==> src/rtl/l2_req_scheduler.sv <==
`timescale 1ns/1ps
// L2 request scheduler: arbitrates buffered L1 requests and a single snoop slot
// onto one outstanding cache access, with statistics and sticky error flags.
module l2_req_scheduler #(
   parameter int L1_DEPTH       = 4,
   parameter int MAX_SNP_STREAK = 4,
   parameter int TIMEOUT        = 255
) (
   input  logic        clk,
   input  logic        rst_n,
   input  logic        l1_valid,
   output logic        l1_ready,
   input  logic [1:0]  l1_op,
   input  logic [31:0] l1_addr,
   input  logic        snp_valid,
   output logic        snp_ready,
   input  logic [1:0]  snp_op,
   input  logic [31:0] snp_addr,
   output logic        cache_req_valid,
   input  logic        cache_req_ready,
   output logic [2:0]  cache_req_op,
   output logic [31:0] cache_req_addr,
   input  logic        cache_done,
   input  logic        cache_hit,
   output logic [31:0] hit_cnt,
   output logic [31:0] miss_cnt,
   output logic [31:0] l1_cnt,
   output logic [31:0] snp_cnt,
   output logic        err_illegal,
   output logic        err_timeout,
   output logic [1:0]  dbg_state
);

   localparam int AW = $clog2(L1_DEPTH);
   localparam int SW = $clog2(MAX_SNP_STREAK + 1);
   localparam int TW = $clog2(TIMEOUT + 1);

   typedef enum logic [1:0] {IDLE = 2'd0, ISSUE = 2'd1, WAIT = 2'd2} state_t;

   // Handshakes: a transfer happens on a rising edge where valid and ready are
   // both high; valid never waits on ready, and ready depends only on state.
   state_t          state, state_next;
   logic [1:0]      fifo_op   [L1_DEPTH];
   logic [31:0]     fifo_addr [L1_DEPTH];
   logic [AW:0]     wr_ptr, rd_ptr;
   logic            fifo_empty, fifo_full;
   logic            snp_full;
   logic [1:0]      snp_op_q;
   logic [31:0]     snp_addr_q;
   logic [SW-1:0]   streak;
   logic [TW-1:0]   wait_cnt;
   logic            src_l1;
   logic            l1_fire, l1_push, snp_fire;
   logic            start, grant_l1, done_ok, timeout;

   function automatic logic [31:0] sat_inc(input logic [31:0] v);
      return (v == 32'hFFFF_FFFF) ? v : v + 32'd1;
   endfunction

   assign fifo_empty      = (wr_ptr == rd_ptr);
   assign fifo_full       = (wr_ptr[AW] != rd_ptr[AW]) && (wr_ptr[AW-1:0] == rd_ptr[AW-1:0]);
   assign l1_ready        = !fifo_full;
   assign snp_ready       = !snp_full;
   assign l1_fire         = l1_valid && l1_ready;
   assign l1_push         = l1_fire && (l1_op != 2'd3);
   assign snp_fire        = snp_valid && snp_ready;
   assign cache_req_valid = (state == ISSUE);
   assign dbg_state       = state;

   always_comb begin
      state_next = state;
      start      = 1'b0;
      grant_l1   = 1'b0;
      done_ok    = 1'b0;
      timeout    = 1'b0;
      case (state)
         IDLE: begin
            if (snp_full || !fifo_empty) begin
               start      = 1'b1;
               grant_l1   = !fifo_empty && (!snp_full || streak == SW'(MAX_SNP_STREAK));
               state_next = ISSUE;
            end
         end
         ISSUE: if (cache_req_ready) state_next = WAIT;
         WAIT: begin
            if (cache_done) begin
               done_ok    = 1'b1;
               state_next = IDLE;
            end else if (wait_cnt == TW'(TIMEOUT - 1)) begin
               timeout    = 1'b1;
               state_next = IDLE;
            end
         end
         default: state_next = IDLE;
      endcase
   end

   always_ff @(posedge clk or negedge rst_n) begin
      if (!rst_n) state <= IDLE;
      else        state <= state_next;
   end

   // Payload storage needs no reset; occupancy is governed by the pointers.
   always_ff @(posedge clk) begin
      if (l1_push) begin
         fifo_op[wr_ptr[AW-1:0]]   <= l1_op;
         fifo_addr[wr_ptr[AW-1:0]] <= l1_addr;
      end
   end

   always_ff @(posedge clk or negedge rst_n) begin
      if (!rst_n) begin
         wr_ptr     <= '0;
         rd_ptr     <= '0;
         snp_full   <= 1'b0;
         snp_op_q   <= 2'd0;
         snp_addr_q <= 32'd0;
      end else begin
         if (l1_push)           wr_ptr <= wr_ptr + 1'b1;
         if (start && grant_l1) rd_ptr <= rd_ptr + 1'b1;
         if (snp_fire) begin
            snp_full   <= 1'b1;
            snp_op_q   <= snp_op;
            snp_addr_q <= snp_addr;
         end else if (start && !grant_l1) begin
            snp_full <= 1'b0;
         end
      end
   end

   // Request latch, streak and WAIT timer.
   always_ff @(posedge clk or negedge rst_n) begin
      if (!rst_n) begin
         cache_req_op   <= 3'd0;
         cache_req_addr <= 32'd0;
         src_l1         <= 1'b0;
         streak         <= '0;
         wait_cnt       <= '0;
      end else begin
         if (start) begin
            src_l1 <= grant_l1;
            if (grant_l1) begin
               cache_req_op   <= {1'b0, fifo_op[rd_ptr[AW-1:0]]};
               cache_req_addr <= fifo_addr[rd_ptr[AW-1:0]];
               streak         <= '0;
            end else begin
               cache_req_op   <= {1'b0, snp_op_q} + 3'd3;
               cache_req_addr <= snp_addr_q;
               if (streak != SW'(MAX_SNP_STREAK)) streak <= streak + 1'b1;
            end
         end
         if (state == ISSUE)     wait_cnt <= '0;
         else if (state == WAIT) wait_cnt <= wait_cnt + 1'b1;
      end
   end

   always_ff @(posedge clk or negedge rst_n) begin
      if (!rst_n) begin
         hit_cnt     <= 32'd0;
         miss_cnt    <= 32'd0;
         l1_cnt      <= 32'd0;
         snp_cnt     <= 32'd0;
         err_illegal <= 1'b0;
         err_timeout <= 1'b0;
      end else begin
         if (done_ok) begin
            if (cache_hit) hit_cnt  <= sat_inc(hit_cnt);
            else           miss_cnt <= sat_inc(miss_cnt);
            if (src_l1)    l1_cnt   <= sat_inc(l1_cnt);
            else           snp_cnt  <= sat_inc(snp_cnt);
         end
         if (l1_fire && l1_op == 2'd3) err_illegal <= 1'b1;
         if (timeout)                  err_timeout <= 1'b1;
      end
   end

endmodule

==> config.mk <==
export PLATFORM = sky130hd
export DESIGN_NAME = l2_req_scheduler
export DESIGN_NICKNAME = d
export VERILOG_FILES = /design/src/rtl/l2_req_scheduler.sv
export SDC_FILE = /design/constraint.sdc
export NUM_CORES = 1
export LEC_CHECK = 0
export CORE_UTILIZATION = 45
export CTS_CLUSTER_SIZE = 30
export DETAILED_ROUTE_END_ITERATION = 8
export HOLD_SLACK_MARGIN = 0.06
export PLACE_DENSITY = 0.69
export SLEW_MARGIN = 20
export SYNTH_ARGS = -nofsm -noshare
export SYNTH_HDL_FRONTEND = slang
export SYNTH_SLANG_ARGS = --single-unit
==> constraint.sdc <==
create_clock -name clk -period 5.9 [get_ports clk]
set_clock_uncertainty 0.15 [all_clocks]
set_input_delay 0.885 -clock clk [delete_from_list [all_inputs] [get_ports clk]]
set_output_delay 0.885 -clock clk [all_outputs]
set_load 0.01 [all_outputs]
* Yosys cells after proc, flatten, opt, wreduce, memory -nomap -nowiden
Memories as Yosys holds them, arrays and structs flattened.
Index checks and enable logic that the tools add are counted.
** Operators by class
- $add $sub $neg :: 9
- Equal/unequal tests :: 17
- Multiplexer cells :: 24
- Bitwise gates (word level) :: 6
- Reduce and logical (&&, ||, !) cells :: 24
** Operator list (count)
- $add A32 B1 Y32 const B :: 4
- $eq A32 B32 Y1 const B :: 4
- $mux W32 :: 1
- $mux W8 :: 2
- $reduce_and A3 Y1 :: 5
- $mux W1 :: 13
- $add A3 B1 Y3 const B :: 3
- $mux W3 :: 3
- $add A8 B1 Y8 const B :: 1
- $eq A8 B8 Y1 const B :: 1
- $logic_and A1 B1 Y1 :: 8
- $mux W2 :: 4
- $ne A3 B3 Y1 const B :: 2
- $not A1 Y1 :: 6
- $pmux W2 S3 :: 1
- $reduce_bool A2 Y1 :: 3
- $eq A2 B2 Y1 const B :: 2
- $logic_not A1 Y1 :: 4
- $ne A2 B2 Y1 const B :: 2
- $add A2 B2 Y3 const B :: 1
- $eq A3 B3 Y1 :: 1
- $eq A3 B3 Y1 const B :: 1
- $eq A2 B1 Y1 const B :: 1
- $eq A2 B2 Y1 :: 1
- 5 further kinds :: 6
** Storage, ports and cells
- Flip-flop bits (word level) :: 220
- RAM bits :: 136
- Output and inout port bits :: 170
- Memories kept :: 2
** Memory list
- fifo_addr :: depth 4, width 32, rd ports 1, clocked after memory_dff 0, wr ports 1, RTL line 44 : logic [31:0] fifo_addr [L1_DEPTH];
- fifo_op :: depth 4, width 2, rd ports 1, clocked after memory_dff 0, wr ports 1, RTL line 43 : logic [1:0] fifo_op [L1_DEPTH];

* Logic depth before layout (Yosys ltp)
Gate-level depths: netlist of the first run.
- Word-level depth :: 9
- Mapped depth :: 9
- Mapped depth without buffers :: 7

* Worst setup path before layout of the first run
Ideal clock, no wire load.
- Kind :: in2reg
- From :: input port l1_op[0]
- To :: memory fifo_addr[3][0], enable pin
- Setup time :: 0.396 ns
- Arrival time :: 2.163 ns
- Required time :: 5.354 ns
- Path slack :: 3.191 ns
- Stages :: 4
- Path through :: nand2_1 -> and3_1 -> clkbuf_1 -> and2_1
** On the way
- Longest elaborated chain between the ends :: 4
** Ends and longest elaborated chain
- start: declaration :: RTL line 13 : input logic [1:0] l1_op,
- $ne A2 B2 Y1 :: RTL line 65 : assign l1_push = l1_fire && (l1_op != 2'd3);
- $logic_and A1 B1 Y1 :: RTL line 65
- $mux W1 :: RTL line 105 : if (l1_push) begin
- $mux W1 (implied by the code) :: RTL line 107 : fifo_addr[wr_ptr[AW-1:0]] <= l1_addr;
- end: declaration :: RTL line 44
No other way between the ends.

* Worst setup path after layout of the first run
- From :: register rd_ptr[1]
- To :: output port l1_ready
** On the way
- Longest elaborated chain between the ends :: 3
** Ends and longest elaborated chain
- start: declaration :: RTL line 45 : logic [AW:0] wr_ptr, rd_ptr;
- start signal: assignment :: RTL line 120 : if (start && grant_l1) rd_ptr <= rd_ptr + 1'b1;
- $eq A2 B2 Y1 :: RTL line 61 : assign fifo_full = (wr_ptr[AW] != rd_ptr[AW]) && (wr_ptr[AW-1:0] == rd_ptr[AW-1:0]);
- $logic_and A1 B1 Y1 :: RTL line 61
- $logic_not A1 Y1 :: RTL line 62 : assign l1_ready = !fifo_full;
- end: declaration :: RTL line 12 : output logic l1_ready,
No other way between the ends.

==> flow_summary_export.csv, run 1 <==
group,metric,value,unit
outcome,status,"finished, final reports clean",
synth,synth_area,15300,um^2
synth,synth.ff_latch_count,356,
critical_path,worstSetupEndpointType,"output pin",
synth,syn_inst,1135,
power,pwr-share-clk,29.6,%
placement,dp_slack,2550,ps
power,power_switching,2420,uW
floorplan,core_area,33400,um^2
detailed_routing,dr.first_iter.drc_count,632,
sta,slew_headroom,33.0,%
power,p_int,5610,uW
synth,synth_top_family_by_area,"simple AND/OR/NAND/NOR gates",
sta,tightest_slew,1000,ps
synth,synth_xor_area_share,7.57,%
sta,layout_min_cycle_time,3690,ps
sta,setup_viol,0,
detailed_routing,dr.pass1.iters,5,
layout,fin_nets,1477,
placement,gp_congestion,0.853,
detailed_routing,drcViolationCount,0,
sta,fmax,271,MHz
synth,synth-adder-area-share,1.47,%
critical_path,critical_path_arrival,2650,ps
detailed_routing,postRouteAntennaNets,0,
floorplan,start_util,45.7,%
sta,rsz0062_at_grt,"no",
critical_path,crit_required,4870,ps
global_routing,gr-total-overflow,0,
floorplan,die_area,34700,um^2
floorplan,num_rows,67,
clock_tree,numCtsBuffers,39,
critical_path,cp-start-kind,"flop",
detailed_routing,vias,9905,
power,power.leakage,0.00761,uW
synth,yosys_warnings,0,
detailed_routing,wire_per_inst,17.9,um
sta,period_share,62.5,%
detailed_routing,routed_wl,33400,um
job,cap_violations,0,
sta,finalWorstSetupSlack,2210,ps
placement,dp_hpwl,22500,um
clock_tree,cts_resized,0,
layout,drive_above_1_share,11.5,%
power,ir_worst_vdd,0.314,mV
floorplan,die_y,186,um
synth,synthesis.nets,1228,
power,p_total,8020,uW
worst_hold_path,min_path_type,"input pin to async pin",
clock_tree,cts_setup_buffers,0,
clock_tree,cts_max_level,2,
power,sw_frac_of_total,30.2,%
power,p_seq_share,42.9,%
critical_path,r2r_start,"rd_ptr[1]$_DFFE_PN0P_",
layout,fillers,2636,
power,power_frac_comb,27.5,%
clock_tree,clock_latency,540,ps
critical_path,crit_chain,"xnor2_1, nand3b_1, clkdlybuf4s50_1",
clock_tree,cts_tree,"built",
synth,seq_area_frac_synth,62.8,%
critical_path,ff2ff_setup_slack,2610,ps
sta,finalHoldViolCount,0,
layout,areaGrowthSynthToFinish,27.6,%
global_routing,grt_pass1_wl,53600,um
global_routing,grt_max_degree,129,
synth,syn_avg_cell_area,13.5,um^2
synth,synth_compound_area_share,3.51,%
clock_tree,hold_buffers,0,
critical_path,startpoint,"rd_ptr[1]$_DFFE_PN0P_",
clock_tree,clk_path_buf_depth,3,
clock_tree,clock-root-buffer,"clkbuf_16",
critical_path,crit_fanout,37,
synth,yosys.area_share.simple,12.8,%
floorplan,pin_count,245,
clock_tree,clock_sinks,356,
floorplan,die_width,186,um
global_routing,grt_use_total,19.8,%
synth,synth_edf_count,136,
sta,timing.setup.tns,0,ps
synth,synthArstFlopShare,61.8,%
placement,io_buffers,244,
global_routing,antenna_found_initial,4,
critical_path,crit_slowest_cell,"dfrtp_2",
synth,synth_ff_type,"dfrtp_1",
critical_path,critPathKind,"flop to output pin",
detailed_routing,via_per_inst,5.32,
sta,final-max-slew-violation-count,0,
clock_tree,clk_pin_slew_worst_paths,60,ps
global_routing,grt_pass1_vias,9857,
sta,hold-worst-slack,210,ps
synth,synthMuxAreaShare,10.1,%
synth,synth.lib_cells_used.distinct,57,
critical_path,cpPeakStageDelay,950,ps
power,power_density,412,nW/um^2
## sequential cells by signal, indices dropped and copies added, names as in the netlist
signal / cells
wait_cnt: 8
err_illegal: 1
snp_cnt: 32
src_l1: 1
snp_op_q: 2
streak: 3
miss_cnt: 32
l1_cnt: 32
err_timeout: 1
cache_req_op: 3
snp_full: 1
hit_cnt: 32
rd_ptr: 3
fifo_op: 8
wr_ptr: 3
dbg_state: 2
fifo_addr: 128
snp_addr_q: 32
cache_req_addr: 32
## logic make-up (layout without fill, tap and decap cells)
logic type,after synthesis,count (layout)
adder cells (fa/ha/maj),18,18
AO/OA/AOI/OAI,86,86
buffers and inverters,71,348
flip-flops,356,356
AND/OR/NAND/NOR,366,366
multiplexers,106,106
XOR/XNOR,132,132
other,0,1
## power by group through the flow
stage / Clock [uW] / Sequential, uW / Combinational [uW]
after floorplan: 0 / 3440 / 1370
after global placement: 0 / 3480 / 2190
after detailed placement: 0 / 3490 / 2240
after CTS: 2430 / 3450 / 2250
after global routing: 2540 / 3510 / 2450
final: 2370 / 3450 / 2210
## metrics by stage
step / instances / util [%] / cell area [um^2]
after floorplan: 1135 / - / 15300
after global placement: 1791 / 54.5 / 18200
after detailed placement: 1791 / 54.5 / 18200
after CTS: 1860 / 58.3 / 19500
after global routing: 1861 / 58.3 / 19500
final: 1861 / 58.3 / 19500
## area by class of cell
cell class                      instances  area (um^2)  share of cell area (%)
Multi-Input combinational cell        708         5450                    28.0
Antenna cell                            1         2.50                  0.0128
Tap cell                              448          561                    2.88
Clock inverter                         15          165                   0.847
Clock buffer                           54         1100                    5.66
Sequential cell                       356         9590                    49.2
Inverter                               28          105                   0.539
Timing Repair Buffer                  251         2510                    12.9
## path summary, 6_finish.rpt
check / to / cells past startpoint
worst min register to register: err_timeout$_DFFE_PN0P_ / 1
worst max register to register: cache_req_addr[19]$_DFFE_PN0N_ / 5
max in group asynchronous: cache_req_addr[5]$_DFFE_PN0N_ / 2
min in group clk: err_timeout$_DFFE_PN0P_ / 1
worst min-delay path: l1_cnt[12]$_DFFE_PN0P_ / 1
worst max-delay path: l1_ready / 3
## routing by layer
layer | wire, um | up-vias | global-route usage, %
met3 | 2090 | 51 | 4.58
li1 | - | 4688 | -
met5 | 27 | - | 0
met2 | 15600 | 243 | 30.9
met4 | 762 | 4 | 6.39
met1 | 14900 | 4919 | 27.5
## layout by cell type (no fill, tap or decap), types with 7 or more instances in the layout
cell type        instances
mux2_2                  40
edfxtp_1               136
clkbuf_16               39
clkdlybuf4s50_1        243
clkbuf_1                 8
nand3_1                 57
inv_1                   28
nand4_1                 58
nor3_1                  23
clkinv_2                 7
mux4_2                  34
a21oi_1                 11
nand2_1                 96
dfrtp_1                218
and4_1                  12
mux2i_1                 32
nor2_1                  28
nor4_1                  22
and3_1                  33
xor2_1                  42
clkbuf_8                 7
o21ai_0                 47
and2_1                   7
xnor2_1                 90
ha_1                    18
## cells in the mapped netlist (all sizes together), types with 2 or more instances
library cell	instances	area, um^2
dfrtp	220	5510
edfxtp	136	4080
nand2	96	360
xnor2	90	788
nand4	59	375
nand3	57	285
o21ai	48	240
xor2	42	368
mux2	40	450
mux4	34	766
and3	33	206
mux2i	32	320
clkbuf	31	118
inv	28	105
nor2	28	105
nor3	24	125
nor4	23	159
ha	18	225
and4	12	105
buf	12	57.6
a21oi	11	55.1
and2	11	68.8
or2	6	37.5
a31oi	5	31.3
or4	5	41.3
nor2b	3	18.8
a211oi	2	15.0
a21o	2	15.0
a311o	2	20.0
a311oi	2	23.8
nand3b	2	15.0
nor3b	2	15.0
o22ai	2	12.5
o31ai	2	15.0
or3	2	12.5
## critical path, delay by kind of cell (launching register included)
kind / cells / cell delay (ps)
DFF: 1 / 950
buffers and inverters: 1 / 580
xor gates and xnor gates: 1 / 310
and+or+nand+nor: 1 / 280
(Power assumes the default switching activity.)
==> inputs of run 2 (changes only) <==
--- a/config.mk
+++ b/config.mk
@@ -9,7 +9,7 @@
 export CTS_CLUSTER_SIZE = 30
 export DETAILED_ROUTE_END_ITERATION = 8
 export HOLD_SLACK_MARGIN = 0.06
-export PLACE_DENSITY = 0.69
+export PLACE_DENSITY = 0.72
 export SLEW_MARGIN = 20
 export SYNTH_ARGS = -nofsm -noshare
 export SYNTH_HDL_FRONTEND = slang
==> constraint.sdc (replaced) <==
create_clock -name clk -period 3 [get_ports clk]
set_clock_uncertainty 0.15 [all_clocks]
set_input_delay 0.45 -clock clk [delete_from_list [all_inputs] [get_ports clk]]
set_output_delay 0.45 -clock clk [all_outputs]
set_load 0.01 [all_outputs]
==> run 2 against run 1 <==
Against the previous run: global-route usage is 0.090 points lower; final cell count up 1.3%; wire length increased by 0.43%; via count up 1.6%; power up 100%; core utilization rose by 0.83 points; first-iteration DRC count rose by 8.2%; largest power group unchanged.
==> flow_summary_export.csv, run 2 (synthesis results as in run 1) <==
group,metric,value,unit
outcome,status,"finished, final reports clean",
power,power.leakage,0.00775,uW
sta,period_share,93.4,%
clock_tree,cts_resized,0,
layout,final_common_cell,"clkdlybuf4s50_1",
placement,gp_congestion,0.857,
clock_tree,clk_pin_slew_worst_paths,60,ps
global_routing,grt_use_total,19.7,%
clock_tree,clock-root-buffer,"clkbuf_16",
sta,setup_viol,0,
critical_path,crit_required,2400,ps
clock_tree,clock_sinks,356,
detailed_routing,vias,10059,
layout,fin_cells,1885,
sta,fmax,357,MHz
layout,fin_nets,1497,
detailed_routing,wire_per_inst,17.8,um
sta,layout_min_cycle_time,2800,ps
sta,timing.setup.tns,0,ps
floorplan,die_width,186,um
detailed_routing,via_per_inst,5.34,
worst_hold_path,worstHoldStart,"err_timeout$_DFFE_PN0P_",
critical_path,r2r_start,"miss_cnt[24]$_DFFE_PN0P_",
detailed_routing,postRouteAntennaNets,0,
clock_tree,numCtsBuffers,39,
clock_tree,clk_path_buf_depth,3,
detailed_routing,dr.pass1.iters,7,
detailed_routing,drcViolationCount,0,
power,power_density,815,nW/um^2
layout,fillers,2625,
sta,slew_headroom,41.3,%
clock_tree,cts_max_level,2,
layout,final_cell_mix,"clkdlybuf4s50_1, dfrtp_1, edfxtp_1",
layout,multi_input_area,5450,um^2
floorplan,die_y,186,um
global_routing,grt_pass1_wl,53700,um
critical_path,crit_fanout,4,
critical_path,startpoint,"wr_ptr[1]$_DFFE_PN0P_",
critical_path,critPathKind,"flop to output pin",
sta,rsz0062_at_grt,"no",
sta,final-max-slew-violation-count,0,
layout,largest_reg_flops,128,
detailed_routing,dr.first_iter.drc_count,684,
floorplan,num_rows,67,
detailed_routing,routed_wl,33500,um
placement,io_buffers,244,
sta,finalHoldViolCount,0,
layout,seq_area,9590,um^2
sta,hold-worst-slack,317,ps
worst_hold_path,min_path_type,"flop to flop",
critical_path,critical_path_arrival,2200,ps
global_routing,antenna_found_initial,4,
layout,drive_above_1_share,12.4,%
placement,dp_hpwl,23300,um
floorplan,core_area,33400,um^2
layout,areaGrowthSynthToFinish,29.4,%
clock_tree,cts_tree,"built",
power,ir_worst_vdd,0.688,mV
floorplan,die_area,34700,um^2
critical_path,worstSetupEndpointType,"output pin",
placement,placedCellCount,1810,
floorplan,start_util,45.7,%
clock_tree,clock_latency,520,ps
job,cap_violations,0,
global_routing,grt_max_degree,70,
sta,tightest_slew,867,ps
global_routing,grt_pass1_vias,10049,
critical_path,cp-start-kind,"flop",
floorplan,pin_count,245,
global_routing,gr-total-overflow,0,
-- run 2: metal layers --
layer / vias to the layer above / wire length [um] / global-route usage, %
met5: - / 13 / 0
met3: 56 / 2180 / 4.19
met1: 4971 / 14900 / 26.9
li1: 4722 / - / -
met2: 308 / 15900 / 32.1
met4: 2 / 547 / 5.18
-- run 2: final cells by class --
class,instances,area share (%)
Antenna cell,4,0.0506
Clock buffer,60,5.69
Clock inverter,10,0.994
Inverter,28,0.532
Multi-Input combinational cell,708,27.6
Sequential cell,356,48.5
Tap cell,448,2.84
Timing Repair Buffer,271,13.8
-- run 2: path summary, 6_finish.rpt --
check	to	cells after the start	slack, ps
setup / recovery	l1_ready	3	200
hold / removal	err_timeout$_DFFE_PN0P_	1	320
setup reg to reg	miss_cnt[1]$_DFFE_PN0P_	5	490
hold reg to reg	err_timeout$_DFFE_PN0P_	1	320
max in group asynchronous	snp_cnt[24]$_DFFE_PN0P_	3	1600
min in group asynchronous	l1_cnt[13]$_DFFE_PN0P_	2	330
-- run 2: metrics by stage --
stage | utilization, % | total power, uW | area (um^2) | setup slack [ps]
after CTS | 59.1 | 16300 | 19800 | 164
final | 59.1 | 16100 | 19800 | 199
after detailed placement | 55.1 | 11400 | 18400 | 294
after global routing | 59.1 | 17000 | 19800 | 72.0
after global placement | 55.1 | 11200 | 18400 | 341
after floorplan | - | 9440 | 15300 | 294
-- run 2: critical path, stage by stage, from the launching register on --
cell and delay, ps:
dfrtp_1 420, xnor2_1 420, nand3b_1 280, clkdlybuf4s50_1 550
-- run 2: what timing repair did --
action,CTS,global route
buffers inserted,0,0
hold buffers,1,0
hold endpoints to repair,65,0
-- run 2: report_power, final --
part	internal [uW]	switching, uW
clock	3030	1870
combinational	2230	2290
sequential	6110	576
total	11400	4740
==> inputs of run 3 (changes only) <==
--- a/config.mk
+++ b/config.mk
@@ -10,6 +10,7 @@
 export DETAILED_ROUTE_END_ITERATION = 8
 export HOLD_SLACK_MARGIN = 0.06
 export PLACE_DENSITY = 0.72
+export REMOVE_ABC_BUFFERS = 1
 export SLEW_MARGIN = 20
 export SYNTH_ARGS = -nofsm -noshare
 export SYNTH_HDL_FRONTEND = slang
==> run 3 against run 2 <==
Against the previous run: setup slack improved by 33 ps; maximum frequency up 1.2%; clock power is 9.8% higher; worst hold slack got worse by 10 ps; sequential share of layout area shrank 0.49 points; non-clock buffer count increased by 6; combinational power rose by 2%; die area unchanged; power grew 3.5%; critical path type unchanged; largest power group unchanged.
==> flow_summary_export.csv, run 3 (synthesis results as in run 1) <==
group,metric,value,unit
outcome,status,"finished, final reports clean",
sta,fmax,361,MHz
critical_path,worstSetupEndpointType,"output pin",
placement,io_buffers,244,
detailed_routing,dr.pass1.iters,5,
layout,final_cell_mix,"clkdlybuf4s50_1, dfrtp_1, edfxtp_1",
placement,dp_hpwl,23900,um
floorplan,num_rows,67,
sta,period_share,92.3,%
layout,largest_reg_flops,128,
power,power_switching,4840,uW
clock_tree,cts_max_level,2,
layout,final_common_cell,"clkdlybuf4s50_1",
power,p_int,11800,uW
power,power.leakage,0.00786,uW
placement,gp_congestion,0.927,
critical_path,critPathTopFamily,"buffers and inverters",
sta,finalWorstSetupSlack,232,ps
sta,setup_viol,0,
layout,fillers,2568,
worst_hold_path,min_path_type,"flop to flop",
critical_path,crit_required,2400,ps
clock_tree,clk_path_buf_depth,3,
clock_tree,numCtsBuffers,40,
sta,final-max-slew-violation-count,0,
sta,slew_headroom,48.0,%
global_routing,grt_pass1_vias,9973,
sta,finalHoldViolCount,0,
clock_tree,clock_latency,530,ps
sta,layout_min_cycle_time,2770,ps
global_routing,gr-total-overflow,0,
layout,drive_above_1_share,13.3,%
detailed_routing,vias,10189,
power,power_frac_comb,27.7,%
floorplan,die_y,186,um
detailed_routing,routed_wl,34600,um
clock_tree,clock-root-buffer,"clkbuf_16",
layout,areaGrowthSynthToFinish,30.7,%
layout,fin_cells,1890,
sta,rsz0062_at_grt,"no",
detailed_routing,drcViolationCount,0,
floorplan,die_area,34700,um^2
power,pwr-share-clk,32.3,%
clock_tree,cts_setup_buffers,0,
critical_path,cp-start-kind,"flop",
clock_tree,clk_pin_slew_worst_paths,60,ps
critical_path,critPathKind,"flop to output pin",
layout,fin_nets,1504,
global_routing,antenna_found_initial,4,
floorplan,core_area,33400,um^2
floorplan,pin_count,245,
placement,placedCellCount,1816,
sta,tightest_slew,769,ps
detailed_routing,postRouteAntennaNets,0,
floorplan,die_width,186,um
global_routing,grt_pass1_wl,54600,um
critical_path,cpPeakStageDelay,530,ps
global_routing,grt_use_total,20.2,%
power,sw_frac_of_total,29.0,%
critical_path,critical_path_arrival,2170,ps
power,p_seq_share,40.1,%
power,power_density,835,nW/um^2
job,cap_violations,0,
detailed_routing,wire_per_inst,18.3,um
critical_path,crit_chain,"xnor2_1, nand3b_1, clkdlybuf4s50_1",
placement,dp_slack,225,ps
clock_tree,clock_sinks,356,
critical_path,crit_slowest_cell,"clkdlybuf4s50_1",
detailed_routing,dr.first_iter.drc_count,482,
sta,hold-worst-slack,308,ps
floorplan,start_util,45.7,%
detailed_routing,via_per_inst,5.39,
power,ir_worst_vdd,0.754,mV
clock_tree,cts_tree,"built",
global_routing,grt_max_degree,69,
critical_path,crit_fanout,4,
critical_path,crit_buf_inv,1,
==> run 3: final timing paths <==
kind / slack [ps] / depth (start not counted) / to / startpoint
max: 230 / 3 / l1_ready / wr_ptr[0]$_DFFE_PN0P_
min: 310 / 1 / err_timeout$_DFFE_PN0P_ / err_timeout$_DFFE_PN0P_
max reg2reg: 460 / 7 / snp_cnt[30]$_DFFE_PN0P_ / dbg_state[0]$_DFFE_PN0P_
min reg2reg: 310 / 1 / err_timeout$_DFFE_PN0P_ / err_timeout$_DFFE_PN0P_
max in group asynchronous: 1600 / 3 / cache_req_addr[23]$_DFFE_PN0N_ / rst_n
min in group asynchronous: 320 / 2 / hit_cnt[30]$_DFFE_PN0P_ / rst_n
==> run 3: layer usage <==
| layer | vias up | routed length [um] | track usage [%] |
|---|---|---|---|
| li1 | 4743 | - | - |
| met5 | - | 41 | 0 |
| met4 | 6 | 645 | 5.34 |
| met2 | 334 | 16400 | 33.3 |
| met1 | 5054 | 14600 | 26.3 |
| met3 | 52 | 2890 | 5.90 |
==> run 3: metrics by stage <==
stage	utilization, %	cell area (um^2)	TNS (ps)	total power (uW)
6_report	59.7	20000	0	16700
5_1_grt	59.7	20000	0	17500
4_1_cts	59.7	20000	0	16900
3_5_place_dp	55.3	18500	0	11400
3_3_place_gp	55.3	18500	0	11300
2_1_floorplan	-	15100	-256010	9390
==> run 3: final cells by class <==
class,instances,area [um^2],share of cell area [%]
Clock buffer,50,1080,5.40
Timing Repair Buffer,277,2790,13.9
Clock inverter,22,393,1.97
Sequential cell,356,9590,48.0
Antenna cell,1,2.50,0.0125
Tap cell,448,561,2.81
Multi-Input combinational cell,708,5450,27.3
Inverter,28,105,0.526
==> run 3: power by group through the flow <==
stage	logic [uW]	clock network, uW	registers (uW)
after detailed placement	4680	0	6750
after global placement	4570	0	6710
after global routing	5070	5690	6790
after floorplan	2470	0	6930
after CTS	4710	5490	6680
final	4610	5380	6670
==> run 3: timing repair <==
item,in CTS,in global routing
gates resized for setup,0,0
hold buffers,1,0
hold endpoints to repair,63,0
